--- config.mk ---
export PLATFORM = sky130hd
export DESIGN_NAME = example_unit_flat
export DESIGN_NICKNAME = d
export VERILOG_FILES = /design/src/rtl/example_pkg.sv /design/src/rtl/example_if.sv /design/src/rtl/example_sop_comb.sv /design/src/rtl/example_unit.sv /design/src/flat_wrapper.sv
export SDC_FILE = /design/constraint.sdc
export NUM_CORES = 1
export LEC_CHECK = 0
export ABC_CLOCK_PERIOD_IN_PS = 800
export CAP_MARGIN = 20
export CORE_AREA = 2 2 39 41
export CTS_CLUSTER_SIZE = 30
export DETAILED_ROUTE_END_ITERATION = 8
export DIE_AREA = 0 0 41 43
export GPL_ROUTABILITY_DRIVEN = 0
export PLACE_DENSITY = 0.44
export SKIP_LAST_GASP = 1
export SYNTH_ARGS = -nofsm -noshare
export SYNTH_HDL_FRONTEND = slang
export SYNTH_SLANG_ARGS = --single-unit
--- constraint.sdc ---
create_clock -name clk -period 0.8 [get_ports clk]
set_input_delay 0.12 -clock clk [delete_from_list [all_inputs] [get_ports clk]]
set_output_delay 0.12 -clock clk [all_outputs]
set_load 0.05 [all_outputs]
--- src/rtl/example_pkg.sv ---
// Shared types and constants for the six-input sum-of-products evaluator.
package example_pkg;

   // Number of product terms evaluated per sample
   localparam int unsigned TERM_W = 3;

   typedef logic [TERM_W-1:0] term_t;

   // Bit positions of each product term within term_t
   localparam int unsigned TERM_AB = 0;
   localparam int unsigned TERM_CD = 1;
   localparam int unsigned TERM_EF = 2;

   // Value of the term vector while in reset
   localparam term_t TERMS_RESET = '0;

   // Builds the product-term vector from the six operands
   function automatic term_t sop_terms(input logic i_a, input logic i_b,
                                       input logic i_c, input logic i_d,
                                       input logic i_e, input logic i_f);
      term_t t;
      t          = TERMS_RESET;
      t[TERM_AB] = i_a & i_b;
      t[TERM_CD] = i_c & i_d;
      t[TERM_EF] = i_e & i_f;
      return t;
   endfunction

endpackage

--- src/rtl/example_if.sv ---
// Sample/result bundle between a producer and the sum-of-products evaluator.
interface example_if;

   logic                  in_valid;
   logic                  a;
   logic                  b;
   logic                  c;
   logic                  d;
   logic                  e;
   logic                  f;
   logic                  y;
   example_pkg::term_t    terms;
   logic                  out_valid;

   // Producer side: drives samples, observes results
   modport master (
      output in_valid, a, b, c, d, e, f,
      input  y, terms, out_valid
   );

   // Evaluator side: consumes samples, drives results
   modport slave (
      input  in_valid, a, b, c, d, e, f,
      output y, terms, out_valid
   );

endinterface

--- src/rtl/example_sop_comb.sv ---
// Combinational core: (A&B)|(C&D)|(E&F) plus the individual product terms.
module example_sop_comb
   import example_pkg::*;
(
   input  logic  i_a,
   input  logic  i_b,
   input  logic  i_c,
   input  logic  i_d,
   input  logic  i_e,
   input  logic  i_f,
   output term_t o_terms,
   output logic  o_y_next
);

   term_t w_terms;

   // Evaluate product terms and their OR
   always_comb begin
      w_terms  = sop_terms(i_a, i_b, i_c, i_d, i_e, i_f);
      o_terms  = w_terms;
      o_y_next = |w_terms;
   end

endmodule

--- src/rtl/example_unit.sv ---
// Registered sum-of-products evaluator: one-cycle latency, no backpressure.
module example_unit
   import example_pkg::*;
#(
   parameter logic RESET_Y = 1'b0
) (
   input  logic     clk,
   input  logic     rst_n,
   example_if.slave bus
);

   term_t w_terms;
   logic  w_y_next;

   term_t r_terms;
   logic  r_y;
   logic  r_out_valid;

   example_sop_comb u_sop_comb (
      .i_a      (bus.a),
      .i_b      (bus.b),
      .i_c      (bus.c),
      .i_d      (bus.d),
      .i_e      (bus.e),
      .i_f      (bus.f),
      .o_terms  (w_terms),
      .o_y_next (w_y_next)
   );

   // Result registers: load only on an accepted sample so idle-cycle inputs
   // (including X/Z) never reach the outputs
   always_ff @(posedge clk or negedge rst_n) begin
      if (!rst_n) begin
         r_y     <= RESET_Y;
         r_terms <= TERMS_RESET;
      end else if (bus.in_valid) begin
         r_y     <= w_y_next;
         r_terms <= w_terms;
      end
   end

   // Output strobe: one pulse per accepted sample
   always_ff @(posedge clk or negedge rst_n) begin
      if (!rst_n) begin
         r_out_valid <= 1'b0;
      end else begin
         r_out_valid <= bus.in_valid;
      end
   end

   // Drive the result side of the bundle
   always_comb begin
      bus.y         = r_y;
      bus.terms     = r_terms;
      bus.out_valid = r_out_valid;
   end

endmodule

--- src/flat_wrapper.sv ---
// flat-port wrapper written by rule: the top's interface ports become plain ports
module example_unit_flat import example_pkg::*;
#(
   parameter logic RESET_Y = 1'b0
)
  (clk, rst_n, bus_in_valid, bus_a, bus_b, bus_c, bus_d, bus_e, bus_f, bus_y, bus_terms, bus_out_valid);
  example_if bus_i ();
  input  logic clk;
  input  logic rst_n;
  input wire logic [$bits(bus_i.in_valid)-1:0] bus_in_valid;
  input wire logic [$bits(bus_i.a)-1:0] bus_a;
  input wire logic [$bits(bus_i.b)-1:0] bus_b;
  input wire logic [$bits(bus_i.c)-1:0] bus_c;
  input wire logic [$bits(bus_i.d)-1:0] bus_d;
  input wire logic [$bits(bus_i.e)-1:0] bus_e;
  input wire logic [$bits(bus_i.f)-1:0] bus_f;
  output wire logic [$bits(bus_i.y)-1:0] bus_y;
  output wire logic [$bits(bus_i.terms)-1:0] bus_terms;
  output wire logic [$bits(bus_i.out_valid)-1:0] bus_out_valid;
  assign bus_i.in_valid = bus_in_valid;
  assign bus_i.a = bus_a;
  assign bus_i.b = bus_b;
  assign bus_i.c = bus_c;
  assign bus_i.d = bus_d;
  assign bus_i.e = bus_e;
  assign bus_i.f = bus_f;
  assign bus_y = bus_i.y;
  assign bus_terms = bus_i.terms;
  assign bus_out_valid = bus_i.out_valid;
  example_unit #(.RESET_Y(RESET_Y)) u_core (.clk(clk), .rst_n(rst_n), .bus(bus_i));
endmodule
=== Word level (Yosys, flattened, before mapping) ===
Cells that the tools add are included.

* Flip-flop bits (word level): 5
* Output and inout port bits: 5
* Logic and storage cells: 7

* Bitwise gates (word level): 3
* Reductions and logical operators: 1

{| class="wikitable"
|+ Operator list
! operator !! number
|-
| $and A1 B1 Y1 || 3
|-
| $reduce_or A3 Y1 || 1
|}

=== Depth between registers and ports, before layout ===
* Word-level depth: 2
* Mapped depth: 2

=== By module ===
A second synthesis with hierarchy kept.

* Cell total of the unflattened synthesis: 14
* Area total of the unflattened synthesis: 203.9 sq um

{| class="wikitable"
|+ Modules (own cells, without submodules)
! module !! instances !! cells each !! area an instance (sq um) !! seq. area each (sq um)
|-
| example_unit || 1 || 9 || 170.2 || 125.1
|-
| example_sop_comb || 1 || 5 || 33.8 || 0.0
|}

=== Least setup slack after synthesis ===
Ideal clock, no wire load.

* Kind: register to register
* Start point: register, netlist name u_core.bus.terms[1]
* End point: register u_core.r_terms[1] (netlist: u_core.bus.terms[1])
* Setup time: 0.083 ns
* Arrival: 0.811 ns
* Data required time: 0.717 ns
* Setup slack: -0.093 ns
* Stages on the path, launching flop included: 3
* Buffers on the path: 0
* Cells stage by stage: dfrtp_1 > inv_1 > o21ai_0

{| class="wikitable"
|+ RTL lines
! item !! RTL line !! source
|-
| end signal: assignment || example_unit.sv:38 || <nowiki>r_terms <= w_terms;</nowiki>
|-
| end: declaration || example_unit.sv:15 || <nowiki>term_t r_terms;</nowiki>
|}

=== Final worst setup path ===
* Start point: register u_core.r_terms[1] (netlist: u_core.bus.terms[1])
* End point: output bus_terms[1]

{| class="wikitable"
|+ RTL lines
! item !! RTL line !! source
|-
| end: declaration || flat_wrapper.sv:18 || <nowiki>output wire logic [$bits(bus_i.terms)-1:0] bus_terms;</nowiki>
|}

No word-level cell between the ends.

==> results.md <==
- CP peak stage delay: roughly 0.42 ns
- Routed Wire Length: around 500 um
- Asr flop ratio synth: 100%
- Global-route wire length before repair: approximately 830 um
- Min Tclk post-route: just over 0.9 ns
- Post-synthesis cell type count: 7
- TritonCTS clock tree: done
- Initial DRC count: 8
- DP HPWL: a little over 400 um
- Syn Area/Cell: roughly 11 um^2
- Status: finished, violations left
- Post-synth top cells: 5 x dfrtp_1, 3 x inv_1, 3 x nand3_1, 3 x o21ai_0
- GRT Residual Overflow: 0
- Total CTS buffers: 3
- DRC: 0
- Worst Tran Pin Value: roughly 0.27 ns
- YS warnings: 0
- Number of enable flip-flop cells after synthesis: 0
- # port buffers: 13
- # IOs: 14
- Power share of the clock group: 36.6%
- H-tree levels: 1
- Area leader, netlist: dfrtp_1
- Reg2reg start: u_core.bus.y
- Fillers: 147
- Post-Synthesis Net Count: 26
- DRT Pass-1 Iters: 4
- Switching part of the total power: between 20 and 30%
- Kind of critical path: register to primary output
- Rows: 14
- Clk_skew: 0 ns
- CP cell instances: buf_12
- Number of global-route vias before repair: around 210
- Largest family of logic cells by synthesized area: compound AO/OA/AOI/OAI gates
- Design Area, Final: 415 um^2
- ANT nets after route: 0
- Yosys top cell area share: between 60% and 70%
- Share of layout cells above drive strength 1: approximately a third
- Worst Path Required: between 0.6 and 0.7 ns
- Final net count: 44
- Die height: roughly 43 um
- Placed Area: 390 um^2
- Leak Pwr: about 0.0002 uW
- Clock Path Buffers: 2
- Max IR drop VDD: 0.968 mV
- Die width: ~41 um
- RSZ-0062 raised after global routing: yes
- Simple-Gate Fraction of Synth Area: roughly 10%
- Max capacitance violation total: 0
- Starting Density: 13.4%
- Max Clock Freq: about 1100 MHz
- Power Dens Cells: roughly 2000 nW/um^2
- Full die area: roughly 1800 um^2
- Int Pwr: 578 uW
- Setup WS pre-CTS: -0.364 ns
- Crit path launch type: register
- Netlist Area Pre-Place: approximately 190 um^2
- Normalized max-slew margin: roughly four fifths
- Max-slew violations: 0
- Via count: between 150 and 200
- Post-synthesis mux area share: 0%
- Crit-path slowest cell: dfrtp_2
- Xor/xnor cell area share of the yosys netlist: 0%
- Critical Path AT: 0.82 ns
- Post-Syn Instances: 17
- Pin count of the biggest net entering global routing: 10
- Initial antenna violation count: 0
- CTS sink count: 5
- Clk root buf: clkbuf_4
- Combinational share of power: a little over a quarter
- Core Region: 1380 um^2
- Synth Flop Type: dfrtp_1
- Crit path max-delay family: flip-flops
- WL/cell: 9.96 um
- Post-synthesis compound-gate area fraction: approximately 16%
- Reg power frac: between 30% and 40%
- Post-CTS Setup Repair Bufs: 0
- Clock Pin Slew Worst Setup and Hold Paths: 0.05 ns
- Area Overhead vs Synth: 124%
- Most frequent cell after synthesis: dfrtp_1
- Violated checks: setup timing
- Total GRT Usage: approximately 7.6%
- Fin. Hold Viols: 0
- Final setup fails: 5
- Post-cts hold buffer count: 0
- Reg2reg end: u_core.bus.y
- Final setup margin: -0.135 ns
- #FFs+latches synth: 5
- Hold Crit Class: input port to async pin
- Sequential cell area fraction in the yosys report: about two thirds
- Reg-to-reg setup timing slack: around 0.12 ns
- Sw Pwr: between 200 and 250 uW
- Buf/Inv on CP: 1
- CP max FO: 2
- Worst-Skew Late Latency: approximately 0.25 ns
- DR vias/cell: between 3 and 4
- Fin crit share: 117%
- R2R depth: 2
- Setup crit end kind: primary output
- Post-Synth Adder-Cell Area: 0%
- Ant. Diodes: 0
- Area contributors post-synth: dfrtp_1 68%, nand3_1 8.1%, o21ai_0 8.1%
==> state kept, by name (all words and copies together) (netlist names) <==
name and cells:
u_core.bus.terms 3, u_core.bus.y 1, u_core.bus.out_valid 1
==> timing repair <==
action,4_1_cts,5_1_grt
endpoints found under the setup margin,6,9
resized for setup,5,2
pin swaps,2,2
==> cells by family (layout without fill, tap and decap cells) <==
logic type | after synthesis | count (layout)
flip-flops | 5 | 5
AO/OA/AOI/OAI | 5 | 5
buffers and inverters | 3 | 20
AND/OR/NAND/NOR | 4 | 4
==> worst max-delay path by stage <==
stage | start | endpoint | slack, ns | cells past startpoint
2_1_floorplan | u_core.bus.y | u_core.bus.y | 0.02 | 2
3_3_place_gp | bus_c | u_core.bus.y | -0.32 | 3
3_5_place_dp | bus_c | u_core.bus.y | -0.36 | 3
4_1_cts | u_core.bus.terms[1] | bus_terms[1] | -0.14 | 1
5_1_grt | u_core.bus.terms[0] | bus_terms[0] | -0.16 | 1
6_report | u_core.bus.terms[1] | bus_terms[1] | -0.14 | 1
==> final cells by class <==
class / instances / area, um^2 / share of cell area, %
flip-flops and latches: 5 / 130 / 31.3
inverters: 3 / 11.3 / 2.71
multi-input cells: 9 / 48.8 / 11.7
clock buffers: 4 / 26.3 / 6.33
well taps: 16 / 20.0 / 4.82
repair buffers: 13 / 179 / 43.1
==> metrics by stage <==
stage               utilization (%)  hold slack (ns)  cells  total power, uW  setup TNS [ns]
global placement               28.2            0.360     46              533          -0.956
finish                         30.0           0.0984     50              817          -0.634
CTS                            29.7            0.109     50              829          -0.673
floorplan                         -           -0.176     17              381               0
global route                   30.0            0.124     50              859          -0.738
detailed placement             28.2            0.369     46              535           -1.02
==> per-layer routing <==
metal / track usage [%] / vias up / wire (um)
met3: 6.81 / 0 / 67
met2: 10.9 / 13 / 244
li1: - / 94 / -
met5: 0 / - / 0
met4: 4.00 / 0 / 0
met1: 6.82 / 88 / 186
==> power by group through the flow <==
stage	Sequential (uW)	Clock, uW	Combinational (uW)
after floorplan	363	0	18.0
after global placement	302	0	230
after detailed placement	302	0	233
after CTS	299	306	224
after global routing	300	324	235
final	298	299	220
==> cells in the final DEF (no fill, tap or decap) <==
cell type        synthesis  final
nor2_1                   1      1
a21oi_1                  1      1
dfrtp_1                  5      1
dlymetal6s2s_1           0      2
dfrtp_2                  0      4
a222oi_1                 1      1
nand3_1                  3      3
o21ai_0                  3      3
clkdlybuf4s50_1          0      1
dlygate4sd2_1            0      5
clkbuf_1                 0      1
inv_1                    3      3
buf_12                   0      5
clkbuf_4                 0      3
==> worst reg2reg max path, stage by stage, from the launching register on <==
cell and delay, ns:
dfrtp_2 0.41, nor2_1 0.09, a21oi_1 0.05
(Power assumes the default switching activity.)
==> patch, RTL diff (same flow settings) <==
The package constant `TERM_W` goes from 3 to 6.
--- a/src/rtl/example_pkg.sv
+++ b/src/rtl/example_pkg.sv
@@ -4,3 +4,3 @@
    // Number of product terms evaluated per sample
-   localparam int unsigned TERM_W = 3;
+   localparam int unsigned TERM_W = 6;
 
Ports: changed (resized bus_terms); port bits go from 14 to 17. No check against the original RTL was run, so the function may have changed too.
==> patch against the unedited design <==
  * The flow still finishes with violations (negative setup slack)
  * Combinational power increased by 19%
  * Cell area increased by 6.3%
  * Wire length increased by 3.8%
  * Power increased by 4.7%
  * Final cell count increased by 8.0%
  * Clock skew unchanged
  * Global-route usage increased by 0.73 points
  * Worst setup slack got worse by 0.0045 ns
  * Sequential cell count unchanged
  * Maximum frequency decreased by 0.47%
  * Synthesized area increased by 14%
==> patch: results (changes against the unedited design) <==
metric	value	unit	change
Initial DRC Count	5		-3
Mean Syn Cell Area	10.1	µm²	-7.6%
delay of the slowest critical-path stage	0.42	ns	about the same
cell count after placement	49		+6.5%
Async SR Flop Fraction	1.00		unchanged
IO buf count	13		unchanged
via count	209		+7.2%
Hold WC Path Type	primary input to async pin		
peak supply drop	0.978	mV	+1.1%
first-pass GRT wire length	890	µm	+6.7%
post-layout worst setup margin	-0.140	ns	-0.00445 ns
status	finished, violations left		
clk root buf	clkbuf_4		
Warnings, synthesis	0		unchanged
max reg flops	3		unchanged
worst-path fanout max	2		unchanged
failing checks	negative setup slack		
Via density	3.87		-0.76%
Final HPWL DP	426	µm	+5.2%
initial antenna violation count	0		unchanged
Synth cell types	9		+2
hold_buf cts	0		unchanged
static leakage	0.000218	µW	+12%
final setup violation count	5		unchanged
sequential-to-total area share from yosys stat	0.592		-0.0840
CTS clk-pin slew, worst paths	0.04	ns	
Layout Nets	48		+9.1%
H-tree Lvls	1		unchanged
Synth area leaders	dfrtp_1 (59%), buf_4 (11%), nand3_1 (7.1%)		
Top FF cell, synth	dfrtp_1		
CP arrival	0.82	ns	about the same
Routed WL	517	µm	+3.8%
Post-synth top cells	dfrtp_1 (5), buf_4 (3), inv_1 (3), nand3_1 (3), o21ai_0 (3)		
family with the most delay on the worst path	flip-flops		
share of cells above drive strength 1	0.342		-0.0108
Crit-path slowest cell	dfrtp_2		
number of global-route vias before repair	223		+6.7%
gr usage total	0.0828		+0.00730
Detailed Routing Iterations Pass 1	4		unchanged
patch: worst paths after layout:
path                                      from  depth (start not counted)  slack [ns]              endpoint
min                                      rst_n                          1        0.09  u_core.bus.out_valid
max in group asynchronous                rst_n                          1        0.50   u_core.bus.terms[2]
max                        u_core.bus.terms[0]                          1       -0.14          bus_terms[0]
min reg2reg                       u_core.bus.y                          2        0.56          u_core.bus.y
max reg2reg                u_core.bus.terms[0]                          3        0.04   u_core.bus.terms[0]
min in group clk                  bus_in_valid                          1        0.16  u_core.bus.out_valid
patch: final cells by class:
class / instances / area, µm²
fillers: 146 / 942
repair buffers: 14 / 194
flip-flops and latches: 5 / 130
multi-input cells: 12 / 60.1
clock buffers: 4 / 26.3
well taps: 16 / 20.0
inverters: 3 / 11.3
patch: timing repair:
item / CTS / global route
gates resized for setup: 4 / 5
pin swaps: 2 / 2
setup endpoints to repair: 7 / 8
buffers inserted: 1 / 0
patch: cell families (layout without fill, tap and decap cells):
| kind of cell | count (synthesis) | in the layout | synth area share |
|---|---|---|---|
| other | 1 | 3 | 0.0177 |
| AO/OA/AOI/OAI | 5 | 5 | 0.142 |
| AND/OR/NAND/NOR | 4 | 4 | 0.0887 |
| flip-flops | 5 | 5 | 0.592 |
| buffers and inverters | 6 | 21 | 0.160 |
patch: routing by layer:
metal,GRT usage,wire length [µm],share of wire,vias up
li1,-,-,-,97
met1,0.0754,182,0.35,91
met2,0.109,234,0.45,19
met3,0.0785,91,0.18,2
met4,0.0600,8,0.015,0
met5,0,0,0,-
patch: through the flow:
stage / cell area [µm²] / setup TNS (ns) / worst slack, ns / hold slack (ns) / utilization
2_1_floorplan: 224 / 0 / 0.0225 / -0.176 / -
6_report: 442 / -0.655 / -0.140 / 0.0910 / 0.319
3_5_place_dp: 402 / -1.07 / -0.352 / 0.355 / 0.290
5_1_grt: 442 / -0.792 / -0.168 / 0.0961 / 0.319
3_3_place_gp: 402 / -1.03 / -0.346 / 0.352 / 0.290
4_1_cts: 430 / -0.695 / -0.150 / 0.0933 / 0.311
patch: report_power, final:
group          total (µW)  leakage, µW  switching, µW  internal (µW)
clock network         294    0.0000150            105            189
registers             300    0.0000566           22.5            278
logic                 262     0.000147            142            120
